## src/rtl/div_unit_pkg.sv

```systemverilog
// Shared definitions for the RV32M divider: operation encodings, FSM states
// and the fixed results of the two RISC-V division corner cases.
package div_unit_pkg;

    localparam int XLEN = 32;

    typedef enum logic [1:0] {
        OP_DIV  = 2'd0,
        OP_DIVU = 2'd1,
        OP_REM  = 2'd2,
        OP_REMU = 2'd3
    } div_op_e;

    typedef enum logic [1:0] {
        IDLE = 2'd0,
        CALC = 2'd1,
        DONE = 2'd2
    } div_state_e;

    localparam logic [XLEN-1:0] DIV_BY_ZERO_Q = {XLEN{1'b1}};
    localparam logic [XLEN-1:0] SIGNED_OVF    = {1'b1, {(XLEN-1){1'b0}}};

    // Encoding places the signedness in bit 0 (inverted) and quotient/remainder in bit 1.
    function automatic logic op_is_signed(input logic [1:0] op);
        return ~op[0];
    endfunction

    function automatic logic op_is_rem(input logic [1:0] op);
        return op[1];
    endfunction

endpackage

```

## src/rtl/div_unit_if.sv

```systemverilog
// Execute-stage divider request/response bundle; the issue side is the master,
// the divider is the slave.
interface div_unit_if import div_unit_pkg::*; #(
    parameter int DATA_W = XLEN
);
    logic              start_i;
    logic [1:0]        op_i;
    logic [DATA_W-1:0] dividend_i;
    logic [DATA_W-1:0] divisor_i;
    logic [4:0]        rd_addr_i;
    logic              abort_i;
    logic [DATA_W-1:0] result_o;
    logic              ready_o;
    logic              we_o;
    logic [4:0]        rd_addr_o;
    logic              busy_o;
    logic              hold_flag_o;

    modport master (
        output start_i, op_i, dividend_i, divisor_i, rd_addr_i, abort_i,
        input  result_o, ready_o, we_o, rd_addr_o, busy_o, hold_flag_o
    );

    modport slave (
        input  start_i, op_i, dividend_i, divisor_i, rd_addr_i, abort_i,
        output result_o, ready_o, we_o, rd_addr_o, busy_o, hold_flag_o
    );
endinterface

```

## src/rtl/div_unit_iter.sv

```systemverilog
// One radix-2 restoring step: bring down the next dividend bit, trial-subtract
// the divisor and shift the resulting quotient bit into the dividend register.
module div_unit_iter import div_unit_pkg::*; #(
    parameter int DATA_W = XLEN
) (
    input  logic [DATA_W-1:0] rem,
    input  logic [DATA_W-1:0] quo,
    input  logic [DATA_W-1:0] dvs,
    output logic [DATA_W-1:0] rem_next,
    output logic [DATA_W-1:0] quo_next
);
    logic [DATA_W:0] partial;
    logic [DATA_W:0] diff;
    logic            ge;

    // The remainder can use its full width, so the trial subtract is one bit wider.
    assign partial  = {rem, quo[DATA_W-1]};
    assign diff     = partial - {1'b0, dvs};
    assign ge       = ~diff[DATA_W];
    assign rem_next = ge ? diff[DATA_W-1:0] : partial[DATA_W-1:0];
    assign quo_next = {quo[DATA_W-2:0], ge};
endmodule

```

## src/rtl/div_unit.sv

```systemverilog
// Multi-cycle RV32M divider (DIV/DIVU/REM/REMU), one quotient bit per cycle,
// stalling the front of the pipeline through hold_flag_o while it works.
module div_unit import div_unit_pkg::*; #(
    parameter int DATA_W = XLEN
) (
    input logic       clk,
    input logic       rst_n,
    div_unit_if.slave bus
);
    localparam int CNT_W = $clog2(DATA_W);

    div_state_e        state_q, state_d;
    logic [1:0]        op_q;
    logic              q_neg_q, r_neg_q;
    logic [DATA_W-1:0] quo_q, dvs_q, rem_q, result_q;
    logic [4:0]        rd_q, rd_out_q;
    logic [CNT_W-1:0]  cnt_q;

    logic              accept, signed_op, a_neg, b_neg;
    logic              div_zero, div_ovf;
    logic [DATA_W-1:0] a_abs, b_abs, special_res;
    logic [DATA_W-1:0] rem_nx, quo_nx, fixed_q, fixed_r, fixed_res;

    assign accept    = (state_q == IDLE) && bus.start_i && !bus.abort_i;
    assign signed_op = op_is_signed(bus.op_i);
    assign a_neg     = signed_op && bus.dividend_i[DATA_W-1];
    assign b_neg     = signed_op && bus.divisor_i[DATA_W-1];
    assign a_abs     = a_neg ? -bus.dividend_i : bus.dividend_i;
    assign b_abs     = b_neg ? -bus.divisor_i : bus.divisor_i;
    assign div_zero  = (bus.divisor_i == '0);
    assign div_ovf   = signed_op && (bus.dividend_i == SIGNED_OVF) && (bus.divisor_i == '1);

    assign special_res = op_is_rem(bus.op_i) ? (div_zero ? bus.dividend_i : '0)
                                             : (div_zero ? DIV_BY_ZERO_Q : SIGNED_OVF);

    div_unit_iter #(.DATA_W(DATA_W)) u_iter (
        .rem      (rem_q),
        .quo      (quo_q),
        .dvs      (dvs_q),
        .rem_next (rem_nx),
        .quo_next (quo_nx)
    );

    assign fixed_q   = q_neg_q ? -quo_nx : quo_nx;
    assign fixed_r   = r_neg_q ? -rem_nx : rem_nx;
    assign fixed_res = op_is_rem(op_q) ? fixed_r : fixed_q;

    always_ff @(posedge clk or negedge rst_n) begin
        if (!rst_n) state_q <= IDLE;
        else        state_q <= state_d;
    end

    // NOTE: every signal assigned in always_comb gets a default first so no path can infer a latch.
    always_comb begin
        state_d = state_q;
        case (state_q)
            IDLE: if (accept) state_d = (div_zero || div_ovf) ? DONE : CALC;
            CALC: begin
                if (bus.abort_i)      state_d = IDLE;
                else if (cnt_q == '0) state_d = DONE;
            end
            DONE:    state_d = IDLE;
            default: state_d = IDLE;
        endcase
    end

    // NOTE: registered state uses non-blocking assignments so every flop samples pre-edge values.
    always_ff @(posedge clk or negedge rst_n) begin
        if (!rst_n) begin
            op_q     <= '0;
            q_neg_q  <= 1'b0;
            r_neg_q  <= 1'b0;
            quo_q    <= '0;
            dvs_q    <= '0;
            rem_q    <= '0;
            result_q <= '0;
            rd_q     <= '0;
            rd_out_q <= '0;
            cnt_q    <= '0;
        end else begin
            case (state_q)
                IDLE: if (accept) begin
                    op_q    <= bus.op_i;
                    rd_q    <= bus.rd_addr_i;
                    q_neg_q <= a_neg ^ b_neg;
                    r_neg_q <= a_neg;
                    if (div_zero || div_ovf) begin
                        result_q <= special_res;
                        rd_out_q <= bus.rd_addr_i;
                    end else begin
                        rem_q <= '0;
                        quo_q <= a_abs;
                        dvs_q <= b_abs;
                        cnt_q <= CNT_W'(DATA_W - 1);
                    end
                end
                CALC: if (!bus.abort_i) begin
                    rem_q <= rem_nx;
                    quo_q <= quo_nx;
                    if (cnt_q == '0) begin
                        result_q <= fixed_res;
                        rd_out_q <= rd_q;
                    end else begin
                        cnt_q <= cnt_q - 1'b1;
                    end
                end
                default: ;
            endcase
        end
    end

    // Stall gating on rst_n keeps the pipeline free while the core is held in reset.
    assign bus.hold_flag_o = rst_n && (accept || (state_q == CALC));
    assign bus.busy_o      = (state_q != IDLE);
    assign bus.ready_o     = (state_q == DONE) && !bus.abort_i;
    assign bus.we_o        = bus.ready_o;
    assign bus.result_o    = result_q;
    assign bus.rd_addr_o   = rd_out_q;
endmodule

```

## src/flat_wrapper.sv

```systemverilog
// flat-port wrapper written by rule: the top's interface ports become plain ports
module div_unit_flat import div_unit_pkg::*;
#(
    parameter int DATA_W = XLEN
)
  (clk, rst_n, bus_start_i, bus_op_i, bus_dividend_i, bus_divisor_i, bus_rd_addr_i, bus_abort_i, bus_result_o, bus_ready_o, bus_we_o, bus_rd_addr_o, bus_busy_o, bus_hold_flag_o);
  div_unit_if #(.DATA_W(DATA_W)) bus_i ();
  input logic clk;
  input logic rst_n;
  input wire logic [$bits(bus_i.start_i)-1:0] bus_start_i;
  input wire logic [$bits(bus_i.op_i)-1:0] bus_op_i;
  input wire logic [$bits(bus_i.dividend_i)-1:0] bus_dividend_i;
  input wire logic [$bits(bus_i.divisor_i)-1:0] bus_divisor_i;
  input wire logic [$bits(bus_i.rd_addr_i)-1:0] bus_rd_addr_i;
  input wire logic [$bits(bus_i.abort_i)-1:0] bus_abort_i;
  output wire logic [$bits(bus_i.result_o)-1:0] bus_result_o;
  output wire logic [$bits(bus_i.ready_o)-1:0] bus_ready_o;
  output wire logic [$bits(bus_i.we_o)-1:0] bus_we_o;
  output wire logic [$bits(bus_i.rd_addr_o)-1:0] bus_rd_addr_o;
  output wire logic [$bits(bus_i.busy_o)-1:0] bus_busy_o;
  output wire logic [$bits(bus_i.hold_flag_o)-1:0] bus_hold_flag_o;
  assign bus_i.start_i = bus_start_i;
  assign bus_i.op_i = bus_op_i;
  assign bus_i.dividend_i = bus_dividend_i;
  assign bus_i.divisor_i = bus_divisor_i;
  assign bus_i.rd_addr_i = bus_rd_addr_i;
  assign bus_i.abort_i = bus_abort_i;
  assign bus_result_o = bus_i.result_o;
  assign bus_ready_o = bus_i.ready_o;
  assign bus_we_o = bus_i.we_o;
  assign bus_rd_addr_o = bus_i.rd_addr_o;
  assign bus_busy_o = bus_i.busy_o;
  assign bus_hold_flag_o = bus_i.hold_flag_o;
  div_unit #(.DATA_W(DATA_W)) u_core (.clk(clk), .rst_n(rst_n), .bus(bus_i));
endmodule
```

## config.mk

```make
export PLATFORM = sky130hd
export DESIGN_NAME = div_unit_flat
export DESIGN_NICKNAME = d
export VERILOG_FILES = /design/src/rtl/div_unit_pkg.sv /design/src/rtl/div_unit_if.sv /design/src/rtl/div_unit_iter.sv /design/src/rtl/div_unit.sv /design/src/flat_wrapper.sv
export SDC_FILE = /design/constraint.sdc
export NUM_CORES = 1
export LEC_CHECK = 0
export ABC_AREA = 1
export BUFFER_PORTS_ARGS = -buffer_cell sky130_fd_sc_hd__buf_2
export CAP_MARGIN = 20
export CELL_PAD_IN_SITES_DETAIL_PLACEMENT = 0
export CELL_PAD_IN_SITES_GLOBAL_PLACEMENT = 1
export CORE_MARGIN = 10
export CORE_UTILIZATION = 40
export CTS_BUF_LIST = sky130_fd_sc_hd__clkbuf_2
export DETAILED_ROUTE_END_ITERATION = 12
export PLACE_DENSITY = 0.78
export SLEW_MARGIN = 20
export SYNTH_ARGS = -nofsm -noshare
export SYNTH_HDL_FRONTEND = slang
export SYNTH_SLANG_ARGS = --single-unit
```

## constraint.sdc

```tcl
create_clock -name clk -period 5.14 [get_ports clk]
set_input_delay 0.771 -clock clk [delete_from_list [all_inputs] [get_ports clk]]
set_output_delay 0.771 -clock clk [all_outputs]
set_load 0.03 [all_outputs]
```

Yosys cells after proc, flatten, opt, wreduce, memory -nomap -nowiden:

Cells that the tools add are included.
Widths: inputs -> output; s select.

* $add $sub $neg: 6
* $mul: 0
* divide/modulo/power cells: 0
* order comparisons: 0
* equal/unequal tests: 11
* shifts and indexed selects: 0
* mux-type cells: 37
* bitwise logic cells: 4
* reductions and logical operators: 22

Operators with widths (number)
* $mux 32: 18
* $pmux 32 s2: 3
* $neg 32->32: 4
* $eq 32x32->1 const B: 2
* $mux 5: 8
* $sub 33x32->33: 1
* $logic_not 32->1: 1
* $mux 31: 1
* $pmux 5 s2: 2
* $reduce_and 5->1: 2
* $logic_and 1x1->1: 8
* $mux 2: 4
* $ne 2x2->1 const B: 4
* $logic_not 5->1: 1
* $sub 5x1->5 const B: 1
* $ne 2x1->1 const B: 2
* $pmux 2 s2: 1
* $reduce_and 2->1: 2
* $reduce_and 4->1: 1
* $reduce_bool 2->1: 2
* $ne 3x2->1 const B: 1
* $not 1->1: 3
* $reduce_and 3->1: 1
* $eq 2x1->1 const B: 1
* 5 further kinds: 6

* register bits: 149
* latch bits: 0
* memory bits (writable): 0
* ROM bits: 0
* input port bits: 75
* output and inout port bits: 41
* logic and storage cells: 91
* memories kept: 0

Logic depth before layout (Yosys ltp):

* depth in word-level cells: 8
* gate-level depth with buffers: 32

Hierarchy:

Synthesis repeated with hierarchy kept, for this count alone.

* cells, all modules: 2464
* area, all modules: 14341.3 sq um

Modules (own cells, without submodules)
* div_unit: instances 1, cells an instance 1752, area an instance 10950.5 sq um
* div_unit_iter: instances 1, cells an instance 712, area an instance 3390.8 sq um

Worst setup path before layout:

No wires, ideal clock.

* path kind: register -> register
* start point: register u_core.quo_q[31]
* end point: register u_core.result_q[28] (netlist: u_core.bus.result_o[28])
* library setup time: 117 ps
* arrival time: 3935 ps
* required time: 5023 ps
* setup slack: 1088 ps
* cell stages (with the launch flop): 33
* path buffers: 1
* clock period less this slack: 4052 ps
* cell sequence: dfrtp_1 > inv_1 > ha_1 > fa_1 > inv_1 > nand2_1 > nand2_1 > nand3_1 > nand2_2 > nand2_2 > nand2_2 > nand2_4 > nand2_4 > nand2_4 > nand2_2 > buf_2 > ha_1 > nand3_1 > nor3_1 > nand3_1 > nor3_2 > nand3_1 > nand3b_1 > nor3_1 > nand2_1 > nand2_1 > nand2_1 > o21ai_1 > a21oi_1 > nor2_1 > nand2_1 > nand2_1 > nand2_1

* word-level cells in the longest chain between the ends: 8
* elaborated cells on any way between the ends: 11
* those cells by class: 3 x add/sub; 7 x mux; 1 x bitwise

RTL lines
* start: declaration: RTL line div_unit.sv:15 `logic [DATA_W-1:0] quo_q, dvs_q, rem_q, result_q;`
* start signal: assignment: RTL line div_unit.sv:92 `quo_q <= a_abs;`
* start signal: assignment: RTL line div_unit.sv:99 `quo_q <= quo_nx;`
* $sub 33x32->33: RTL line div_unit_iter.sv:18 `assign diff = partial - {1'b0, dvs};`
* $mux 32 or $not 1->1 (tied branches): RTL line div_unit_iter.sv:20, div_unit_iter.sv:19
* $neg 32->32, on equally long branches: RTL line div_unit.sv:45, div_unit.sv:44
* $mux 32, on equally long branches: RTL line div_unit.sv:45, div_unit.sv:44
* $mux 32 *: RTL line div_unit.sv:46 `assign fixed_res = op_is_rem(op_q) ? fixed_r : fixed_q;`
* $mux 32 *: RTL line div_unit.sv:100 `if (cnt_q == '0) begin`
* $mux 32 *: RTL line div_unit.sv:97 `CALC: if (!bus.abort_i) begin`
* $pmux 32 s2 *: RTL line div_unit.sv:81 `case (state_q)`
* end signal: assignment: RTL line div_unit.sv:88 `result_q <= special_res;`
* end signal: assignment: RTL line div_unit.sv:101 `result_q <= fixed_res;`
* end: declaration: RTL line div_unit.sv:15

Every way passes the cells marked *; elsewhere a longest branch is shown, timed or not. The select of a mux whose other input is x is not followed.
A chain may end at the register's enable or synchronous reset.

Worst setup path in the final report:

Same ends and word-level chain as after synthesis.

==> impl_metrics.toml <==
[floorplanning]
initial_core_util_pct = 40.5
fp.dieW_um = 201
dieArea_um2 = 40600
core-area_um2 = 32500
fp-row-count = 66
die_h_um = 201
num_io_pins = 116

[synth]
synth_enable_flop_cells = 0
yosysMostFrequentCell = "nand2_1"
synth_area_um2 = 13200
synth_top_flop_cell = "dfrtp_1"
synth_common_cells = "nand2_1 (667), inv_1 (287), nor2_1 (197)"
syn_nets = 2270
yosys_warnings = 0
synth-seq-cells = 148
synthArstFlopShare_pct = 100
synth.avg_cell_area_um2 = 6.11
yosysSeqAreaShare_pct = 28.1
synth.top_cell.area_share_pct = 28.1
netlist_instances = 2155
synth_area_leaders = "dfrtp_1 (28%), nand2_1 (19%), inv_1 (8.2%), o21ai_0 (6.9%), nand3_1 (6.8%)"
synth_top_cell_by_area = "dfrtp_1"
synthDistinctLibCells = 54

[drt]
firstDrtPassIters = 5
via_count = 14100
wl_um = 48200
vias_per_cell = 5.23
routedWlPerCell_um = 17.9
post-route-drc-count = 0
drtAntennaViolNets = 0
drt_iter0_markers = 1246

[power_and_ir_drop]
pwr-share-comb_pct = 74.0
p_clk_share_pct = 7.3
seqPwrFrac_pct = 18.7
p_per_area_nw_per_um2 = 709
ir_drop_mv = 0.331
power.leakage_nw = 7.60
power.switching_mw = 6.25
power_switching_share_pct = 61.1
p_int_mw = 3.98

[worst_setup_path]
reg2reg_depth = 31
critical-path-top-delay-family = "simple AND/OR/NAND/NOR gates"
cp.depth = 31
critPathKind = "register to register"
max_stage_delay_ps = 440
path_buf_inv = 2
cp-start-kind = "register"
critPathMaxFanout = 6
cp_common_cell = "nand2_1"
endpoint_kind = "register"
critPathRequiredTime_ps = 5900
slowest_stage = "dfrtp_1"
arrival_ps = 5310

[cts]
cts-root-buf = "clkbuf_2"
clock_path_buffers = 2
clk_latency_ps = 900
clk_pin_slew_ps = 280
post-cts-setup-buffers = 0
htree_levels = 4
cts_tree = "yes"
cts.sinks = 148
cts_buffers = 17

[grt]
gr-total-overflow = 0
grt_util_all_layers_pct = 23.3
grt_first_pass_wirelength_um = 75400
grt_max_degree = 120
grt_pass1_vias = 13200
antenna_found_initial = 4

[run]
cap_violations = 0

[sta]
min_period_over_period_pct = 88.5
worst_pin_slew_ps = 1080
max_freq_mhz = 220
rsz0062_at_grt = "false"
fin_tns_setup_ps = 0
report.final.slew_viol_count = 0
finalHoldViolations = 0
slew-limit-headroom_pct = 28.2
period_minus_slack_ps = 4550
setup_violations = 0
fin_skew_ps = 97.2

[finish]
seqCellArea_um2 = 3700
nets = 2350
areaGrowthSynthToFinish_pct = 9.55
drive_gt1_share_pct = 10.8
num-fill-cells = 3709
fin_util_pct = 44.3
multi_input_area_um2 = 8040

[placement]
port-buffer-count = 115
place_congestion = 0.928
dp_hpwl_um = 37500

[status]
status = "finished clean"

[min_path]
hold_class = "primary input to register"
holdPathStages = 3
cells by family (layout without fill, tap and decap cells):
| kind of cell | count (synthesis) | in the layout | synth area share (%) |
|---|---|---|---|
| AOI/OAI and AO/OA | 368 | 368 | 15.3 |
| xor gates and xnor gates | 49 | 49 | 3.26 |
| adders and majority gates | 40 | 40 | 3.86 |
| buffers and inverters | 374 | 467 | 11.0 |
| DFF | 148 | 148 | 28.1 |
| other | 0 | 1 | 0 |
| and+or+nand+nor | 1176 | 1176 | 38.4 |
layout make-up:
type / instances / share of cell area, %
diodes: 1 / 0.0173
inverters: 300 / 7.81
clock inverters: 15 / 1.11
well taps: 442 / 3.83
clock buffers: 17 / 0.590
flip-flops and latches: 148 / 25.7
multi-input cells: 1633 / 55.7
repair buffers: 135 / 5.23
flip-flops by register name (all words and copies together), names as in the netlist:
| signal | flops |
|---|---|
| u_core.quo_q | 32 |
| u_core.op_q | 1 |
| u_core.r_neg_q | 1 |
| u_core.bus.rd_addr_o | 5 |
| u_core.dvs_q | 32 |
| u_core.q_neg_q | 1 |
| u_core.cnt_q | 5 |
| u_core.bus.result_o | 32 |
| u_core.state_q | 2 |
| u_core.rem_q | 32 |
| u_core.rd_q | 5 |
metrics by stage:
stage | hold WS [ps] | power, mW | instances | area (um^2) | setup WS [ps]
2_1_floorplan | 449 | 7.37 | 2155 | 13200 | 1090
3_3_place_gp | 456 | 9.37 | 2656 | 14100 | 668
3_5_place_dp | 460 | 9.41 | 2656 | 14100 | 596
4_1_cts | 32.3 | 10.2 | 2689 | 14400 | 531
5_1_grt | 40.7 | 11.3 | 2691 | 14400 | 30.0
6_report | 112 | 10.2 | 2691 | 14400 | 592
routing by layer:
layer	GRT usage [%]	share of wire (%)	up-vias
li1	-	-	7090
met5	0	0	-
met4	4.40	1.3	0
met1	32.1	47	6532
met3	4.50	6.0	40
met2	37.2	46	399
repair_timing:
item | in CTS | in global routing
hold endpoints to repair | 29 | 0
endpoints found under the setup margin | 0 | 2
gates resized for setup | 0 | 2
hold buffers | 1 | 0
path summary, 6_finish.rpt:
kind	slack, ps	endpoint	start
max	590	u_core.bus.result_o[28]$_DFFE_PN0P_	u_core.quo_q[31]$_DFFE_PN0P_
min	110	u_core.rd_q[1]$_DFFE_PN0P_	bus_rd_addr_i[1]
max reg2reg	590	u_core.bus.result_o[28]$_DFFE_PN0P_	u_core.quo_q[31]$_DFFE_PN0P_
min reg2reg	510	u_core.bus.result_o[26]$_DFFE_PN0P_	u_core.bus.result_o[26]$_DFFE_PN0P_
max in group asynchronous	3700	u_core.dvs_q[23]$_DFFE_PN0P_	rst_n
min in group asynchronous	370	u_core.quo_q[19]$_DFFE_PN0P_	rst_n
power groups by stage:
stage	clock (mW)	combinational (mW)	sequential, mW
CTS	0.765	7.52	1.90
finish	0.751	7.57	1.91
global route	0.812	8.53	1.97
floorplan	0	5.25	2.11
detailed placement	0	7.48	1.93
global placement	0	7.45	1.92
cell usage in the layout, fill, tap and decap left out, drive strengths merged:
master         n
xnor2         15
buf          134
nand2        696
nor2         209
o221ai         3
o31ai          1
a31oi         14
nor3          37
o21bai         4
o41ai          2
a21oi         95
o22a           2
fa             1
or2            6
nor3b          1
and3           2
clkinvlp       4
dfrtp        148
bufinv         1
diode          1
inv          304
a21o           5
a22oi          1
o21ai        202
and2           3
a21boi         1
xor2          34
o22ai         24
clkinv         6
nand3        184
o211ai        11
a22o           2
clkbuf        17
nand3b        10
ha            39
dlygate4sd3    1
nand4         21
a221oi         1
nor4           7
worst reg2reg max path, delay by kind of cell (launching register included):
family,cells,cell delay (ps)
flops,1,440
simple gates,24,2790
fa+ha+maj,3,840
buf+inv,2,190
compound gates,2,180
Power figures use the tool's default switching activity.
